### config.mk
export PLATFORM = sky130hd
export DESIGN_NAME = ng_subseq_sched_flat
export DESIGN_NICKNAME = d
export VERILOG_FILES = /design/src/rtl/ng_sched_pkg.sv /design/src/rtl/ng_subseq_sched_if.sv /design/src/rtl/ng_prio_enc.sv /design/src/rtl/ng_subseq_sched.sv /design/src/flat_wrapper.sv
export SDC_FILE = /design/constraint.sdc
export NUM_CORES = 1
export LEC_CHECK = 0
export BUFFER_PORTS_ARGS = -buffer_cell sky130_fd_sc_hd__buf_2
export CORE_ASPECT_RATIO = 0.9
export CORE_MARGIN = 2
export CORE_UTILIZATION = 54
export CTS_CLUSTER_DIAMETER = 50
export DETAILED_ROUTE_END_ITERATION = 7
export GPL_ROUTABILITY_DRIVEN = 0
export PLACE_DENSITY = 0.93
export SYNTH_ARGS = -nofsm -noshare
export SYNTH_HDL_FRONTEND = slang
export SYNTH_SLANG_ARGS = --single-unit
### constraint.sdc
create_clock -name CLK1 -period 4.2 [get_ports CLK1]
set_input_delay 0.84 -clock CLK1 [delete_from_list [all_inputs] [get_ports CLK1]]
set_output_delay 0.84 -clock CLK1 [all_outputs]
set_load 0.02 [all_outputs]
### src/rtl/ng_sched_pkg.sv
// ng_sched_pkg
//   Shared definitions for the subsequence scheduler.
//   Contents: SUBSEQ encoding, scheduler FSM state type, and the time pulse
//   count (TPG) constants used by the scheduler and its bench.
package ng_sched_pkg;

  localparam int TPG_W = 4;

  localparam logic [TPG_W-1:0] TPG_STBY  = 4'd0;
  localparam logic [TPG_W-1:0] TPG_PWRON = 4'd1;
  localparam logic [TPG_W-1:0] TPG_TP1   = 4'd2;
  localparam logic [TPG_W-1:0] TPG_TP12  = 4'd13;
  localparam logic [TPG_W-1:0] TPG_SRLSE = 4'd14;
  localparam logic [TPG_W-1:0] TPG_WAIT  = 4'd15;

  typedef enum logic [1:0] {
    SS_STD  = 2'd0,
    SS_CINC = 2'd1,
    SS_RUPT = 2'd2,
    SS_IDLE = 2'd3
  } subseq_e;

  typedef enum logic [1:0] {
    STBY   = 2'd0,
    RUN    = 2'd1,
    DECIDE = 2'd2
  } state_e;

endpackage

### src/rtl/ng_subseq_sched_if.sv
// ng_subseq_sched_if
//   Bundles the scheduler's timing, request and dispatch signals.
//   master: drives TPG, LAST, CNT_REQ, RUPT_REQ, INHINT, RESUME;
//           observes SNI, INST, SUBSEQ, CNT_ADDR, RUPT_VEC, CNT_PEND,
//           RUPT_PEND, IIP.
//   slave : the scheduler side (directions reversed).
interface ng_subseq_sched_if
  import ng_sched_pkg::*;
#(
  parameter int NCNT  = 8,
  parameter int NRUPT = 5
);
  logic [TPG_W-1:0]         TPG;
  logic                     LAST;
  logic [NCNT-1:0]          CNT_REQ;
  logic [NRUPT-1:0]         RUPT_REQ;
  logic                     INHINT;
  logic                     RESUME;
  logic                     SNI;
  logic                     INST;
  logic [1:0]               SUBSEQ;
  logic [$clog2(NCNT)-1:0]  CNT_ADDR;
  logic [$clog2(NRUPT)-1:0] RUPT_VEC;
  logic [NCNT-1:0]          CNT_PEND;
  logic [NRUPT-1:0]         RUPT_PEND;
  logic                     IIP;

  modport master (
    output TPG, LAST, CNT_REQ, RUPT_REQ, INHINT, RESUME,
    input  SNI, INST, SUBSEQ, CNT_ADDR, RUPT_VEC, CNT_PEND, RUPT_PEND, IIP
  );

  modport slave (
    input  TPG, LAST, CNT_REQ, RUPT_REQ, INHINT, RESUME,
    output SNI, INST, SUBSEQ, CNT_ADDR, RUPT_VEC, CNT_PEND, RUPT_PEND, IIP
  );
endinterface

### src/rtl/ng_prio_enc.sv
// ng_prio_enc
//   Lowest-index-first priority encoder.
//   req   : request vector, N bits
//   idx   : index of the lowest set bit (0 when none set)
//   valid : at least one bit of req is set
module ng_prio_enc #(
  parameter int N = 8,
  parameter int W = $clog2(N)
) (
  input  logic [N-1:0] req,
  output logic [W-1:0] idx,
  output logic         valid
);

  // Scan from the top down so the lowest set bit is the last one written.
  always_comb begin
    idx   = '0;
    valid = 1'b0;
    for (int i = N - 1; i >= 0; i--) begin
      if (req[i]) begin
        idx   = W'(i);
        valid = 1'b1;
      end
    end
  end

endmodule

### src/rtl/ng_subseq_sched.sv
// ng_subseq_sched
//   Chooses the subsequence run after each instruction step: counter
//   increment (CINC), interrupt entry (RUPT) or the standard next-instruction
//   fetch (STD). The choice is made once per TP12 and held until the next.
//   CLK1  : sole clock, rising edge
//   PURST : synchronous active-high reset
//   bus   : slave side of ng_subseq_sched_if (TPG/LAST/requests in,
//           dispatch results and pending state out)
//
//   state  | meaning
//   STBY   | TPG at 0/1, nothing dispatched, SUBSEQ=IDLE, requests still latch
//   RUN    | stepping through TP1..TP12, waiting for the decision point
//   DECIDE | one cycle after a dispatch edge
module ng_subseq_sched
  import ng_sched_pkg::*;
#(
  parameter int NCNT  = 8,
  parameter int NRUPT = 5
) (
  input logic               CLK1,
  input logic               PURST,
  ng_subseq_sched_if.slave  bus
);

  localparam int CW = $clog2(NCNT);
  localparam int RW = $clog2(NRUPT);

  state_e             state_q, state_d;
  logic [TPG_W-1:0]   tpg_q;
  logic [NCNT-1:0]    cnt_pend_q;
  logic [NRUPT-1:0]   rupt_pend_q;
  logic               iip_q;
  logic               fetch_due_q;
  logic               sni_q;
  logic               inst_q;
  subseq_e            subseq_q;
  logic [CW-1:0]      cnt_addr_q;
  logic [RW-1:0]      rupt_vec_q;

  logic [CW-1:0]      cnt_idx;
  logic               cnt_vld;
  logic [RW-1:0]      rupt_idx;
  logic               rupt_vld;

  logic               decide;
  logic               take_cnt;
  logic               take_rupt;
  logic               take_std;
  logic [NCNT-1:0]    cnt_clr;
  logic [NRUPT-1:0]   rupt_clr;

  ng_prio_enc #(.N(NCNT), .W(CW)) u_cnt_enc (
    .req   (cnt_pend_q),
    .idx   (cnt_idx),
    .valid (cnt_vld)
  );

  ng_prio_enc #(.N(NRUPT), .W(RW)) u_rupt_enc (
    .req   (rupt_pend_q),
    .idx   (rupt_idx),
    .valid (rupt_vld)
  );

  // Only the first cycle at TP12 counts; a held TP12 must not re-dispatch.
  assign decide    = (state_q != STBY) && (bus.TPG == TPG_TP12) && (tpg_q != TPG_TP12);
  assign take_cnt  = decide && cnt_vld;
  assign take_rupt = decide && !cnt_vld && rupt_vld && bus.LAST && !bus.INHINT && !iip_q;
  assign take_std  = decide && !take_cnt && !take_rupt;

  assign cnt_clr  = take_cnt  ? (NCNT'(1)  << cnt_idx)  : '0;
  assign rupt_clr = take_rupt ? (NRUPT'(1) << rupt_idx) : '0;

  always_comb begin
    state_d = state_q;
    if (bus.TPG == TPG_STBY) begin
      state_d = STBY;
    end else if (bus.TPG == TPG_SRLSE || bus.TPG == TPG_WAIT) begin
      state_d = state_q;
    end else begin
      case (state_q)
        STBY:    if (bus.TPG >= TPG_TP1) state_d = RUN;
        RUN:     if (decide) state_d = DECIDE;
        DECIDE:  state_d = decide ? DECIDE : RUN;
        default: state_d = STBY;
      endcase
    end
  end

  always_ff @(posedge CLK1) begin
    if (PURST) begin
      state_q     <= STBY;
      tpg_q       <= TPG_STBY;
      cnt_pend_q  <= '0;
      rupt_pend_q <= '0;
      iip_q       <= 1'b0;
      fetch_due_q <= 1'b1;
      sni_q       <= 1'b0;
      inst_q      <= 1'b0;
      subseq_q    <= SS_IDLE;
      cnt_addr_q  <= '0;
      rupt_vec_q  <= '0;
    end else begin
      state_q     <= state_d;
      tpg_q       <= bus.TPG;
      // A request landing on the dispatch edge re-arms the bit (set wins).
      cnt_pend_q  <= (cnt_pend_q & ~cnt_clr) | bus.CNT_REQ;
      rupt_pend_q <= (rupt_pend_q & ~rupt_clr) | bus.RUPT_REQ;
      inst_q      <= take_std && (bus.LAST || fetch_due_q);

      if (take_cnt) begin
        subseq_q    <= SS_CINC;
        cnt_addr_q  <= cnt_idx;
        sni_q       <= 1'b0;
        fetch_due_q <= fetch_due_q | bus.LAST;
      end else if (take_rupt) begin
        subseq_q    <= SS_RUPT;
        rupt_vec_q  <= rupt_idx;
        sni_q       <= 1'b0;
        fetch_due_q <= fetch_due_q | bus.LAST;
      end else if (take_std) begin
        subseq_q    <= SS_STD;
        sni_q       <= bus.LAST || fetch_due_q;
        fetch_due_q <= 1'b0;
      end else if (state_d == STBY) begin
        subseq_q    <= SS_IDLE;
      end

      if (take_rupt) begin
        iip_q <= 1'b1;
      end else if (bus.RESUME) begin
        iip_q <= 1'b0;
      end
    end
  end

  assign bus.SNI       = sni_q;
  assign bus.INST      = inst_q;
  assign bus.SUBSEQ    = subseq_q;
  assign bus.CNT_ADDR  = cnt_addr_q;
  assign bus.RUPT_VEC  = rupt_vec_q;
  assign bus.CNT_PEND  = cnt_pend_q;
  assign bus.RUPT_PEND = rupt_pend_q;
  assign bus.IIP       = iip_q;

endmodule

### src/flat_wrapper.sv
// flat-port wrapper written by rule: the top's interface ports become plain ports
module ng_subseq_sched_flat import ng_sched_pkg::*;
#(
  parameter int NCNT  = 8,
  parameter int NRUPT = 5
)
  (CLK1, PURST, bus_TPG, bus_LAST, bus_CNT_REQ, bus_RUPT_REQ, bus_INHINT, bus_RESUME, bus_SNI, bus_INST, bus_SUBSEQ, bus_CNT_ADDR, bus_RUPT_VEC, bus_CNT_PEND, bus_RUPT_PEND, bus_IIP);
  ng_subseq_sched_if #(.NCNT(NCNT), .NRUPT(NRUPT)) bus_i ();
  input logic CLK1;
  input logic PURST;
  input wire logic [$bits(bus_i.TPG)-1:0] bus_TPG;
  input wire logic [$bits(bus_i.LAST)-1:0] bus_LAST;
  input wire logic [$bits(bus_i.CNT_REQ)-1:0] bus_CNT_REQ;
  input wire logic [$bits(bus_i.RUPT_REQ)-1:0] bus_RUPT_REQ;
  input wire logic [$bits(bus_i.INHINT)-1:0] bus_INHINT;
  input wire logic [$bits(bus_i.RESUME)-1:0] bus_RESUME;
  output wire logic [$bits(bus_i.SNI)-1:0] bus_SNI;
  output wire logic [$bits(bus_i.INST)-1:0] bus_INST;
  output wire logic [$bits(bus_i.SUBSEQ)-1:0] bus_SUBSEQ;
  output wire logic [$bits(bus_i.CNT_ADDR)-1:0] bus_CNT_ADDR;
  output wire logic [$bits(bus_i.RUPT_VEC)-1:0] bus_RUPT_VEC;
  output wire logic [$bits(bus_i.CNT_PEND)-1:0] bus_CNT_PEND;
  output wire logic [$bits(bus_i.RUPT_PEND)-1:0] bus_RUPT_PEND;
  output wire logic [$bits(bus_i.IIP)-1:0] bus_IIP;
  assign bus_i.TPG = bus_TPG;
  assign bus_i.LAST = bus_LAST;
  assign bus_i.CNT_REQ = bus_CNT_REQ;
  assign bus_i.RUPT_REQ = bus_RUPT_REQ;
  assign bus_i.INHINT = bus_INHINT;
  assign bus_i.RESUME = bus_RESUME;
  assign bus_SNI = bus_i.SNI;
  assign bus_INST = bus_i.INST;
  assign bus_SUBSEQ = bus_i.SUBSEQ;
  assign bus_CNT_ADDR = bus_i.CNT_ADDR;
  assign bus_RUPT_VEC = bus_i.RUPT_VEC;
  assign bus_CNT_PEND = bus_i.CNT_PEND;
  assign bus_RUPT_PEND = bus_i.RUPT_PEND;
  assign bus_IIP = bus_i.IIP;
  ng_subseq_sched #(.NCNT(NCNT), .NRUPT(NRUPT)) u_core (.CLK1(CLK1), .PURST(PURST), .bus(bus_i));
endmodule
==> metrics.md <==
| Metric | Value |
|---|---|
| Setup bufs post-CTS | `0` |
| Die Y | `54.0 um` |
| Maximum vdd drop | `approximately 0.25 mV` |
| Post-synthesis net count | `190` |
| Clk root buf | `clkbuf_4` |
| Most frequent cell after synthesis | `dfxtp_1` |
| Tcrit/Tclk final | `50.1%` |
| Final setup violation count | `0` |
| PwrDens | `368 mW/mm^2` |
| Max Freq | `approximately 470 MHz` |
| Initial Utilization | `between 50% and 60%` |
| Final ANT Viol Nets | `0` |
| Post-synth EDFFs | `0` |
| Met2 Resource Use GR | `a little over a third` |
| Post-route cell area | `around 0.0018 mm^2` |
| Clock Tree Buf Depth | `2` |
| Busiest layer in global routing | `met2` |
| RSZ-0062 raised after global routing | `no` |
| Worst EP required | `about 4.5 ns` |
| Die X | `~60 um` |
| Critical Path Sink Type | `flip-flop` |
| Max-capacitance violation count | `0` |
| Cells after Synth | `around 170` |
| CP Launch Type | `input pin` |
| Synth warn | `0` |
| Post-synth top area cell | `dfxtp_1` |
| HPWL after DPL | `2350 um` |
| WL final | `between 3000 and 4000 um` |
| Number of global-route vias before repair | `about 1.2k` |
| Final Non-Filler Cells | `around 250` |
| Antenna violations before repair | `0` |
| Met1 GRT Util | `27.1%` |
| Core footprint | `~0.0027 mm^2` |
| CTS HTree Levels | `2` |
| Unique masters post-synth | `47` |
| Vias per inst | `5.80` |
| Hold Fails Final Rpt | `0` |
| Asr flop ratio synth | `0%` |
| Top cell type's share of synthesized area | `between 40% and 50%` |
| Post_cts resized | `0` |
| 1st-pass router iterations | `4` |
| First-pass GRT wire length | `just over 5000 um` |
| Overflow after GRT | `0` |
| Static Leak | `~0.76 nW` |
| Mean Syn Cell Area | `8.94 um^2` |
| Placed inst area | `about 0.0017 mm^2` |
| Initial DRC count | `55` |
| Worst EP arrival | `between 2 and 2.5 ns` |
| Worst-skew pair later-pin latency | `between 0.3 and 0.4 ns` |
| Placement row count | `18` |
| Slew headroom | `between 30% and 40%` |
| Clk sink count | `31` |
| Status | `complete, no violations` |
| # hold bufs at CTS | `0` |
| Final Skew | `roughly 0.011 ns` |
| Pins Over Slew Limit | `0` |
| DRC viols | `0` |
| PortBufs | `45` |
| Reg clk slew, reported paths | `~0.10 ns` |
| Critical Path Fanout Max | `13` |
| Setup TNS | `0 ns` |
| Yosys reg bits | `31` |
| Commonest cells post-synth | `dfxtp_1, nor2_1, a21oi_1, inv_1, nor3_1` |
| Largest net degree at the start of global routing | `32` |
| Ratio of cells with drive above 1 in the final layout | `slightly above 30%` |
| Gr usage total | `between 20% and 30%` |
| Routed vias | `~1.4k` |
| Worst Tran Pin Value | `around 0.90 ns` |
| Wirelength per Cell | `around 13 um` |
| CTS tree | `done` |
| Die ar. | `0.00322 mm^2` |
| M3 GR Usage | `7.93%` |
| Sequential fraction of the synthesis area | `between 40% and 50%` |
| N_diodes | `0` |
| Min-delay worst type | `reg -> reg` |
| Num CTS Buffers | `5` |
| Layout area overhead | `20.0%` |
| Top-Level Pins | `46` |
| Crit Path Class | `in -> reg` |
| Mapped Area | `~0.0015 mm^2` |
| Nets | `~240` |
| Synth Flop Type | `dfxtp_1` |
| Top cells by area, synth | `dfxtp_1, nor2_1, a21oi_1` |
| Final Critical Period | `2.11 ns` |
| Placed Cells | `237` |
## per-layer routing
layer  wire, um  vias up
met1       1480      658
met5          0        -
met4         63        0
met2       1480       38
li1           -      719
met3        186        5
## where the power goes
| part | switching (mW) | leakage [nW] | total (mW) | internal (mW) |
|---|---|---|---|---|
| combinational | 0.0565 | 0.455 | 0.0922 | 0.0358 |
| sequential | 0.0166 | 0.256 | 0.324 | 0.307 |
| clock | 0.106 | 0.0482 | 0.246 | 0.141 |
## cell usage in the layout (no fill, tap or decap), drive strengths merged, types with 3 or more instances in the layout
master / netlist / final
nand4b: 3 / 3
o31ai: 3 / 3
o21ai: 6 / 6
inv: 10 / 10
or4: 3 / 3
nor2: 26 / 26
dfxtp: 31 / 31
buf: 4 / 45
a211oi: 4 / 4
nor4: 4 / 4
nand3: 5 / 5
a311oi: 5 / 5
nor3: 11 / 11
nor2b: 3 / 3
nand2: 8 / 8
clkbuf: 2 / 6
a21oi: 11 / 11
nand2b: 3 / 3
## path summary, 6_finish.rpt
path	startpoint	to	slack, ns	cells past startpoint
min	u_core.bus.RUPT_VEC[2]	u_core.bus.RUPT_VEC[2]	0.48	2
max reg2reg	u_core.state_q[1]	u_core.bus.RUPT_VEC[1]	2.34	4
min reg2reg	u_core.bus.RUPT_VEC[2]	u_core.bus.RUPT_VEC[2]	0.48	2
max	bus_TPG[1]	u_core.bus.RUPT_VEC[1]	2.09	5
## worst max-delay path: stages
cell and delay (ns):
buf_2 0.13, nand4b_1 0.21, nor3_2 0.70, nand3_1 0.21, o32ai_1 0.26
## through the flow
| step | hold slack (ns) | setup WS (ns) | power (mW) | utilization, % |
|---|---|---|---|---|
| after detailed placement | 0.465 | 1.72 | 0.422 | 63.5 |
| after floorplan | 0.511 | 2.19 | 0.391 | - |
| after global placement | 0.450 | 1.78 | 0.421 | 63.5 |
| after CTS | 0.479 | 2.08 | 0.664 | 66.7 |
| final | 0.478 | 2.09 | 0.662 | 66.7 |
| after global routing | 0.509 | 1.95 | 0.693 | 66.7 |
## state kept, by name (all words and copies together), names as in the netlist, 2 cells and up
| register | cells |
|---|---|
| u_core.bus.SUBSEQ | 2 |
| u_core.bus.RUPT_PEND | 5 |
| u_core.bus.CNT_PEND | 8 |
| u_core.bus.CNT_ADDR | 3 |
| u_core.tpg_q | 4 |
| u_core.state_q | 2 |
| u_core.bus.RUPT_VEC | 3 |
## area by class of cell
class                   instances  area (um^2)
fillers                       230          901
multi-input cells             121          795
well taps                      30         37.5
flip-flops and latches         31          621
clock inverters                 2         35.0
clock buffers                   6         51.3
repair buffers                 45          225
inverters                      10         37.5
## kinds of logic (layout without fill, tap and decap cells)
group	after synthesis	count (layout)	synth area share (%)
compound gates	44	44	22.3
simple gates	77	77	30.6
flops	31	31	41.3
buf+inv	16	63	5.75
(Power assumes the default switching activity.)
